**config.mk**
```make
export PLATFORM = sky130hd
export DESIGN_NAME = id_ex_stage
export DESIGN_NICKNAME = d
export VERILOG_FILES = /design/src/rtl/pipe_pkg.sv /design/src/rtl/hazard_detect.sv /design/src/rtl/id_ex_stage.sv
export SDC_FILE = /design/constraint.sdc
export NUM_CORES = 1
export LEC_CHECK = 0
export CAP_MARGIN = 25
export CORE_ASPECT_RATIO = 0.7
export CORE_UTILIZATION = 39
export DETAILED_ROUTE_END_ITERATION = 10
export PLACE_DENSITY = 0.85
export RECOVER_POWER = 100
export REMOVE_ABC_BUFFERS = 1
export SKIP_LAST_GASP = 1
export SLEW_MARGIN = 20
export SYNTH_ARGS = -nofsm -noshare
export SYNTH_HDL_FRONTEND = slang
export SYNTH_SLANG_ARGS = --single-unit
```
**constraint.sdc**
```tcl
create_clock -name clk -period 2.5 [get_ports clk]
set_clock_uncertainty 0.15 [all_clocks]
set_input_delay 0.5 -clock clk [delete_from_list [all_inputs] [get_ports clk]]
set_output_delay 0.5 -clock clk [all_outputs]
set_load 0.01 [all_outputs]
```
**src/rtl/pipe_pkg.sv**
```systemverilog
// pipe_pkg -- constants shared by the ID/EX pipeline register and its hazard logic.
//   ALUOp classes from the main decoder, R-type funct codes, bit positions
//   inside the 4-bit control bundle {RegWrite, MemRead, MemWrite, MemtoReg},
//   and the default multiplier occupancy.
package pipe_pkg;

  // ALUOp classes driven by the main decoder
  localparam logic [1:0] ALUOP_ADD   = 2'b00;  // loads/stores: address add
  localparam logic [1:0] ALUOP_SUB   = 2'b01;  // branches: compare by subtract
  localparam logic [1:0] ALUOP_RTYPE = 2'b10;  // decode further from funct
  localparam logic [1:0] ALUOP_IMM   = 2'b11;  // immediate logic ops

  // R-type funct field values
  localparam logic [5:0] FUNCT_ADD   = 6'b100000;
  localparam logic [5:0] FUNCT_SUB   = 6'b100010;
  localparam logic [5:0] FUNCT_AND   = 6'b100100;
  localparam logic [5:0] FUNCT_OR    = 6'b100101;
  localparam logic [5:0] FUNCT_SLT   = 6'b101010;
  localparam logic [5:0] FUNCT_SLL   = 6'b000000;
  localparam logic [5:0] FUNCT_MULTU = 6'b011001;
  localparam logic [5:0] FUNCT_MFHI  = 6'b010000;
  localparam logic [5:0] FUNCT_MFLO  = 6'b010010;

  // Bit positions inside the control bundle
  localparam int CTRL_REGWRITE = 3;
  localparam int CTRL_MEMREAD  = 2;
  localparam int CTRL_MEMWRITE = 1;
  localparam int CTRL_MEMTOREG = 0;

  // Cycles HI/LO stay owned by the multiplier after a MULTU enters EX
  localparam int MULT_CYCLES_DEFAULT = 32;

  // True for any R-type instruction that reads or writes HI/LO
  function automatic logic uses_hilo(input logic [1:0] alu_op, input logic [5:0] funct);
    return (alu_op == ALUOP_RTYPE) &&
           ((funct == FUNCT_MULTU) || (funct == FUNCT_MFHI) || (funct == FUNCT_MFLO));
  endfunction

endpackage

```
**src/rtl/hazard_detect.sv**
```systemverilog
// hazard_detect -- purely combinational stall decision for the ID stage.
//   Inputs : the ID instruction (valid, ALUOp, Funct, rs, rt), the flush
//            request, what currently sits in EX (valid, MemRead, rd) and
//            the multiplier busy flag.
//   Outputs: stall_id plus the two individual hazard terms.
module hazard_detect
  import pipe_pkg::*;
(
  input  logic       id_valid,
  input  logic       flush,
  input  logic [1:0] id_ALUOp,
  input  logic [5:0] id_Funct,
  input  logic [4:0] id_rs,
  input  logic [4:0] id_rt,
  input  logic       ex_valid,
  input  logic       ex_mem_read,
  input  logic [4:0] ex_rd,
  input  logic       mult_busy,
  output logic       load_use,
  output logic       hilo_hazard,
  output logic       stall_id
);

  always_comb begin
    // r0 is hard-wired zero, so a load targeting it never produces a value to wait on
    load_use    = ex_valid & ex_mem_read & (ex_rd != 5'd0) &
                  ((ex_rd == id_rs) | (ex_rd == id_rt));
    hilo_hazard = mult_busy & uses_hilo(id_ALUOp, id_Funct);
    // A taken branch squashes the ID instruction, so holding it would be pointless
    stall_id    = id_valid & ~flush & (load_use | hilo_hazard);
  end

endmodule

```
**src/rtl/id_ex_stage.sv**
```systemverilog
// id_ex_stage -- ID/EX pipeline register with load-use and HI/LO stall logic.
//   Clock/reset : clk (rising edge), reset (asynchronous, active low).
//   ID inputs   : id_valid, id_ALUOp, id_Funct, id_shamt, id_rs_data,
//                 id_rt_data, id_imm, id_ALUSrc, id_rs, id_rt, id_rd, id_ctrl.
//   Control     : flush squashes the ID instruction.
//   EX outputs  : registered ALU operands, store data, destination, control, valid.
//   Status      : stall_id (combinational) freezes PC and IF/ID; mult_busy
//                 is high while the multiplier owns HI/LO.
module id_ex_stage
  import pipe_pkg::*;
#(
  parameter int MULT_CYCLES = MULT_CYCLES_DEFAULT
) (
  input  logic        clk,
  input  logic        reset,
  input  logic        id_valid,
  input  logic [1:0]  id_ALUOp,
  input  logic [5:0]  id_Funct,
  input  logic [4:0]  id_shamt,
  input  logic [31:0] id_rs_data,
  input  logic [31:0] id_rt_data,
  input  logic [31:0] id_imm,
  input  logic        id_ALUSrc,
  input  logic [4:0]  id_rs,
  input  logic [4:0]  id_rt,
  input  logic [4:0]  id_rd,
  input  logic [3:0]  id_ctrl,
  input  logic        flush,
  output logic [1:0]  ex_ALUOp,
  output logic [5:0]  ex_Funct,
  output logic [4:0]  ex_shamt,
  output logic [31:0] ex_dataA,
  output logic [31:0] ex_dataB,
  output logic [31:0] ex_rt_data,
  output logic [4:0]  ex_rd,
  output logic [3:0]  ex_ctrl,
  output logic        ex_valid,
  output logic        stall_id,
  output logic        mult_busy
);

  localparam int CNT_W = $clog2(MULT_CYCLES + 1);

  logic [1:0]       alu_op_q,   alu_op_d;
  logic [5:0]       funct_q,    funct_d;
  logic [4:0]       shamt_q,    shamt_d;
  logic [31:0]      data_a_q,   data_a_d;
  logic [31:0]      data_b_q,   data_b_d;
  logic [31:0]      rt_data_q,  rt_data_d;
  logic [4:0]       rd_q,       rd_d;
  logic [3:0]       ctrl_q,     ctrl_d;
  logic             valid_q,    valid_d;
  logic [CNT_W-1:0] cnt_q,      cnt_d;

  logic load_bubble;
  logic load_use;
  logic hilo_hazard;

  hazard_detect u_hazard (
    .id_valid    (id_valid),
    .flush       (flush),
    .id_ALUOp    (id_ALUOp),
    .id_Funct    (id_Funct),
    .id_rs       (id_rs),
    .id_rt       (id_rt),
    .ex_valid    (valid_q),
    .ex_mem_read (ctrl_q[CTRL_MEMREAD]),
    .ex_rd       (rd_q),
    .mult_busy   (mult_busy),
    .load_use    (load_use),
    .hilo_hazard (hilo_hazard),
    .stall_id    (stall_id)
  );

  assign mult_busy   = (cnt_q != '0);
  assign load_bubble = ~id_valid | flush | stall_id;

  always_comb begin
    // Bubble by default: every field zero so downstream sees a clean no-op
    alu_op_d  = '0;
    funct_d   = '0;
    shamt_d   = '0;
    data_a_d  = '0;
    data_b_d  = '0;
    rt_data_d = '0;
    rd_d      = '0;
    ctrl_d    = '0;
    valid_d   = 1'b0;
    if (!load_bubble) begin
      alu_op_d  = id_ALUOp;
      funct_d   = id_Funct;
      shamt_d   = id_shamt;
      data_a_d  = id_rs_data;
      data_b_d  = id_ALUSrc ? id_imm : id_rt_data;
      rt_data_d = id_rt_data;
      rd_d      = id_rd;
      ctrl_d    = id_ctrl;
      valid_d   = 1'b1;
    end

    // A MULTU actually entering EX restarts the occupancy count; flush does
    // not touch an in-flight count because the multiply has already issued.
    cnt_d = cnt_q;
    if (!load_bubble && (id_ALUOp == ALUOP_RTYPE) && (id_Funct == FUNCT_MULTU)) begin
      cnt_d = CNT_W'(MULT_CYCLES);
    end else if (cnt_q != '0) begin
      cnt_d = cnt_q - CNT_W'(1);
    end
  end

  always_ff @(posedge clk or negedge reset) begin
    if (!reset) begin
      alu_op_q  <= '0;
      funct_q   <= '0;
      shamt_q   <= '0;
      data_a_q  <= '0;
      data_b_q  <= '0;
      rt_data_q <= '0;
      rd_q      <= '0;
      ctrl_q    <= '0;
      valid_q   <= 1'b0;
      cnt_q     <= '0;
    end else begin
      alu_op_q  <= alu_op_d;
      funct_q   <= funct_d;
      shamt_q   <= shamt_d;
      data_a_q  <= data_a_d;
      data_b_q  <= data_b_d;
      rt_data_q <= rt_data_d;
      rd_q      <= rd_d;
      ctrl_q    <= ctrl_d;
      valid_q   <= valid_d;
      cnt_q     <= cnt_d;
    end
  end

  assign ex_ALUOp   = alu_op_q;
  assign ex_Funct   = funct_q;
  assign ex_shamt   = shamt_q;
  assign ex_dataA   = data_a_q;
  assign ex_dataB   = data_b_q;
  assign ex_rt_data = rt_data_q;
  assign ex_rd      = rd_q;
  assign ex_ctrl    = ctrl_q;
  assign ex_valid   = valid_q;

endmodule

```
==> run summary <==
In this run the clock root is driven by a sky130_fd_sc_hd__clkbuf_16. The half-perimeter wire length after placement was 9054 microns. The multi-input combinational cells in the finished layout cover a total of 1459 sq um. For the overall die area, the log shows 12350 sq um.

The internal power of the cells totals 4324 uW. The run gives 50.21% as the tightest slew margin relative to the limit. Number of port buffers: 253.

Data on the critical path is required at its endpoint by 1.85 ns. The worst setup slack after layout came out at 0.06478 ns. The worst min-delay path category was in2reg. The logs give 0.003672 uW for the static leakage and 4642 sq um for the combined area of all synthesized cells.

At the placement stage, the worst setup path has a slack of -0.7077 ns. The count of nets left with antenna violations once routing finished came out at 0. The clock tree buffer depth was 2.

Aggregate global-route resource usage: 21.12%. The average instance area after synthesis came out at 13.34 sq um. The critical path is of the reg2out type. The final max-slew violation count is 0. The die boundary width was 132.4 microns; the unique cell type count in the Yosys netlist was 28. The final layout contains routed wiring with a total length of 12410 microns. TritonCTS built the clock tree. The clock network burns 43.8% of the power.

The clock-pin slew reported for the worst setup and hold paths after clock tree synthesis was 0.05 ns. Entering global routing, the biggest net connects 91 pins. In this run, the combinational gates consume 16.4% of the power. STA classifies the critical path endpoint as an output port. In this run the power density over the cells is 694.6 nW/um^2.

The run gives 125 as the number of clock sinks. The first global-routing pass estimated 19480 microns of wire. The pre-antenna-repair detailed-routing pass consisted of 4 iterations. IR analysis of the VDD net gives a maximum drop of 0.4787 mV.

The actual transition at the worst max-transition pin is 0.7469 ns, and the number of warnings reported in the yosys synthesis log is 0. The tools report the power dissipated by switching net loads as 1282 uW. The run gives 41.11% as the starting utilization of the core area. The vias after detailed routing was 3482; the initial DRC count was 125. Yosys attributes the largest share of cell area to sky130_fd_sc_hd__dfrtp_1 67%, sky130_fd_sc_hd__and2_1 12%, sky130_fd_sc_hd__mux2i_1 7.1%, sky130_fd_sc_hd__nor2b_1 4.4%, sky130_fd_sc_hd__xnor2_1 2.1%.

Final critical-path required period: 2.435 ns. For the data arrival time of the critical path, the log shows 1.79 ns. Setup repair after global routing could not meet its margin everywhere. The logs give 0.8316 for the placer's final routability congestion estimate and 3795 for the number of global-route vias before repair.

From synthesis to final layout, the design area changed by 73.88%. The initial antenna violation count was 0; the peak fanout along the critical path was 2. In this run the core area contains 32 standard-cell rows. The wire length per cell is 15.77 microns.

The critical path startpoint category is a flop. The total setup violations reported at the end of the flow is 0. The tool flagged a number of max-cap violations equal to 0. The share of total power dissipated in sequential elements is 39.8%.

The logs give 0 for the total grt overflow and 67.39% for the portion of the post-synthesis area used by sequential elements. The tightest hold margin came out at 0.2089 ns. Counting every instance in the synthesized netlist gives 348. Based on the critical path, the design can be clocked at up to 410.6 MHz. Of the total power, the share spent switching nets is 22.86%. The top cell type by area accounts for 67.39% of the synthesized area.

The flop and latch count out of synthesis was 125; the DRC violation count after routing was 0. The tools report the CTS H-tree depth as 4. After detailed routing, the number of vias per cell comes to 4.424. Counting the fill cells in the layout gives 765. At the later pin of the worst-skew pair, clock insertion delay measures 0.39 ns. The floorplan step defined a core boundary enclosing 11290 sq um. Buffers inserted during clock tree synthesis total 17. Dividing the final minimum period by the clock period gives 97.41%.

The repair_antennas step left the layout with diodes totalling 0. The run finished with clean final reports. In this run the count of I/O pins placed on the die edge is 254. The final number of hold-violating endpoints was 0. Cell type contributing the most total cell area after synthesis: sky130_fd_sc_hd__dfrtp_1. Of the cells placed in the final design, the portion with a size suffix greater than 1 is 10.57%.

Register cell area after layout: 3128 sq um. At the end of the flow, the number of nets in the layout was 757. The die is 93.28 microns tall.
## stage by stage
stage | total power (uW) | TNS, ns | cell area [sq um] | utilization, % | instances
CTS | 5630 | -0.04836 | 8056 | 71.35 | 786
global placement | 3108 | -10.20 | 7443 | 65.92 | 753
detailed placement | 3140 | -14.34 | 7443 | 65.92 | 753
finish | 5606 | 0 | 8071 | 71.49 | 787
floorplan | 2564 | -186.32 | 4547 | - | 329
global route | 5841 | -0.03317 | 8071 | 71.49 | 787
## cell families after synthesis
logic type / Yosys count / synth area share (%)
and+or+nand+nor: 143 / 18.68
AOI/OAI and AO/OA: 10 / 1.482
DFF: 125 / 67.39
xor gates and xnor gates: 12 / 2.264
muxes: 34 / 7.359
adders and majority gates: 2 / 0.5390
buffers and inverters: 22 / 2.291
## final timing paths
kind                        startpoint  slack [ns]  cells past startpoint             end
max                           ex_rd[1]        0.06                      5        stall_id
min                        id_Funct[5]        0.21                      2     ex_Funct[5]
max reg2reg                   ex_rd[1]        0.18                      6     ex_dataB[8]
min reg2reg                   cnt_q[3]        0.36                      1        cnt_q[3]
max in group asynchronous        reset        0.39                      3  ex_rt_data[23]
min in group asynchronous        reset        0.55                      2     ex_dataA[5]
## cell usage in the layout (no fill, tap or decap), drive strengths merged
| master | Yosys | final |
|---|---|---|
| or3 | 1 | 1 |
| nor4 | 1 | 1 |
| a211oi | 1 | 1 |
| and2 | 87 | 87 |
| a21o | 2 | 2 |
| o22ai | 1 | 1 |
| clkdlybuf4s50 | 0 | 245 |
| nor3 | 2 | 2 |
| mux2 | 1 | 1 |
| dlygate4sd2 | 0 | 2 |
| nand2b | 1 | 1 |
| clkinv | 0 | 6 |
| xor2 | 1 | 1 |
| or4bb | 1 | 1 |
| nor2b | 33 | 33 |
| nand3 | 3 | 3 |
| a21oi | 4 | 4 |
| buf | 15 | 20 |
| clkinvlp | 0 | 2 |
| ha | 2 | 2 |
| dfrtp | 125 | 125 |
| xnor2 | 11 | 11 |
| clkbuf | 4 | 24 |
| mux2i | 33 | 33 |
| and3 | 2 | 2 |
| inv | 3 | 3 |
| o21ai | 1 | 1 |
| nand2 | 5 | 5 |
| dlygate4sd3 | 0 | 1 |
| nand3b | 1 | 1 |
| o311a | 1 | 1 |
| bufinv | 0 | 3 |
| clkdlybuf4s15 | 0 | 2 |
| nor2 | 6 | 6 |
## state kept, by name, summed over array words and instances, names as in the netlist
name / cells
ex_Funct: 6
ex_ALUOp: 2
ex_rd: 5
ex_ctrl: 4
ex_dataA: 32
ex_shamt: 5
ex_rt_data: 32
ex_valid: 1
ex_dataB: 32
cnt_q: 6
## final cells by class
cell class	count	share of cell area (%)
flip-flops and latches	125	38.75
clock buffers	20	5.658
inverters	3	0.1395
well taps	153	2.372
repair buffers	274	33.24
multi-input cells	201	18.07
clock inverters	11	1.767
## synthesized netlist by cell type, drive strengths merged
library cell  count
inv               3
o311a             1
or3               1
and3              2
clkbuf            4
or4bb             1
nor3              2
o21ai             1
nand3             3
and2             87
a21o              2
nand3b            1
o22ai             1
mux2              1
a21oi             4
nand2b            1
nand2             5
buf              15
ha                2
dfrtp           125
nor2              6
xor2              1
nor2b            33
nor4              1
a211oi            1
xnor2            11
mux2i            33
## what timing repair did
action / CTS / global route
setup buffers: 1 / 1
endpoints found under the hold margin: 28 / 0
hold buffers: 1 / 0
gates resized for setup: 11 / 15
pin swaps: 4 / 4
setup endpoints to repair: 2 / 7
## worst max-delay path: stages (launching register included)
cell	delay (ns)
sky130_fd_sc_hd__dfrtp_1	0.37
sky130_fd_sc_hd__or3_1	0.37
sky130_fd_sc_hd__o311a_1	0.34
sky130_fd_sc_hd__a21oi_2	0.14
sky130_fd_sc_hd__nor2_1	0.04
sky130_fd_sc_hd__buf_2	0.13
## power groups by stage
stage | registers (uW) | clock network, uW | logic (uW)
after floorplan | 2290 | 0 | 274
after global placement | 2250 | 0 | 860
after detailed placement | 2250 | 0 | 886
after CTS | 2220 | 2510 | 896
after global routing | 2240 | 2600 | 1000
final | 2230 | 2460 | 919
## metal layers
| metal | up-vias | routed length [microns] | global-route usage, % |
|---|---|---|---|
| li1 | 1652 | - | - |
| met1 | 1656 | 4723 | 22.62 |
| met2 | 157 | 6369 | 36.58 |
| met3 | 17 | 1098 | 9.756 |
| met4 | 0 | 218 | 8.142 |
| met5 | - | 0 | 0 |
(Power assumes the default switching activity.)
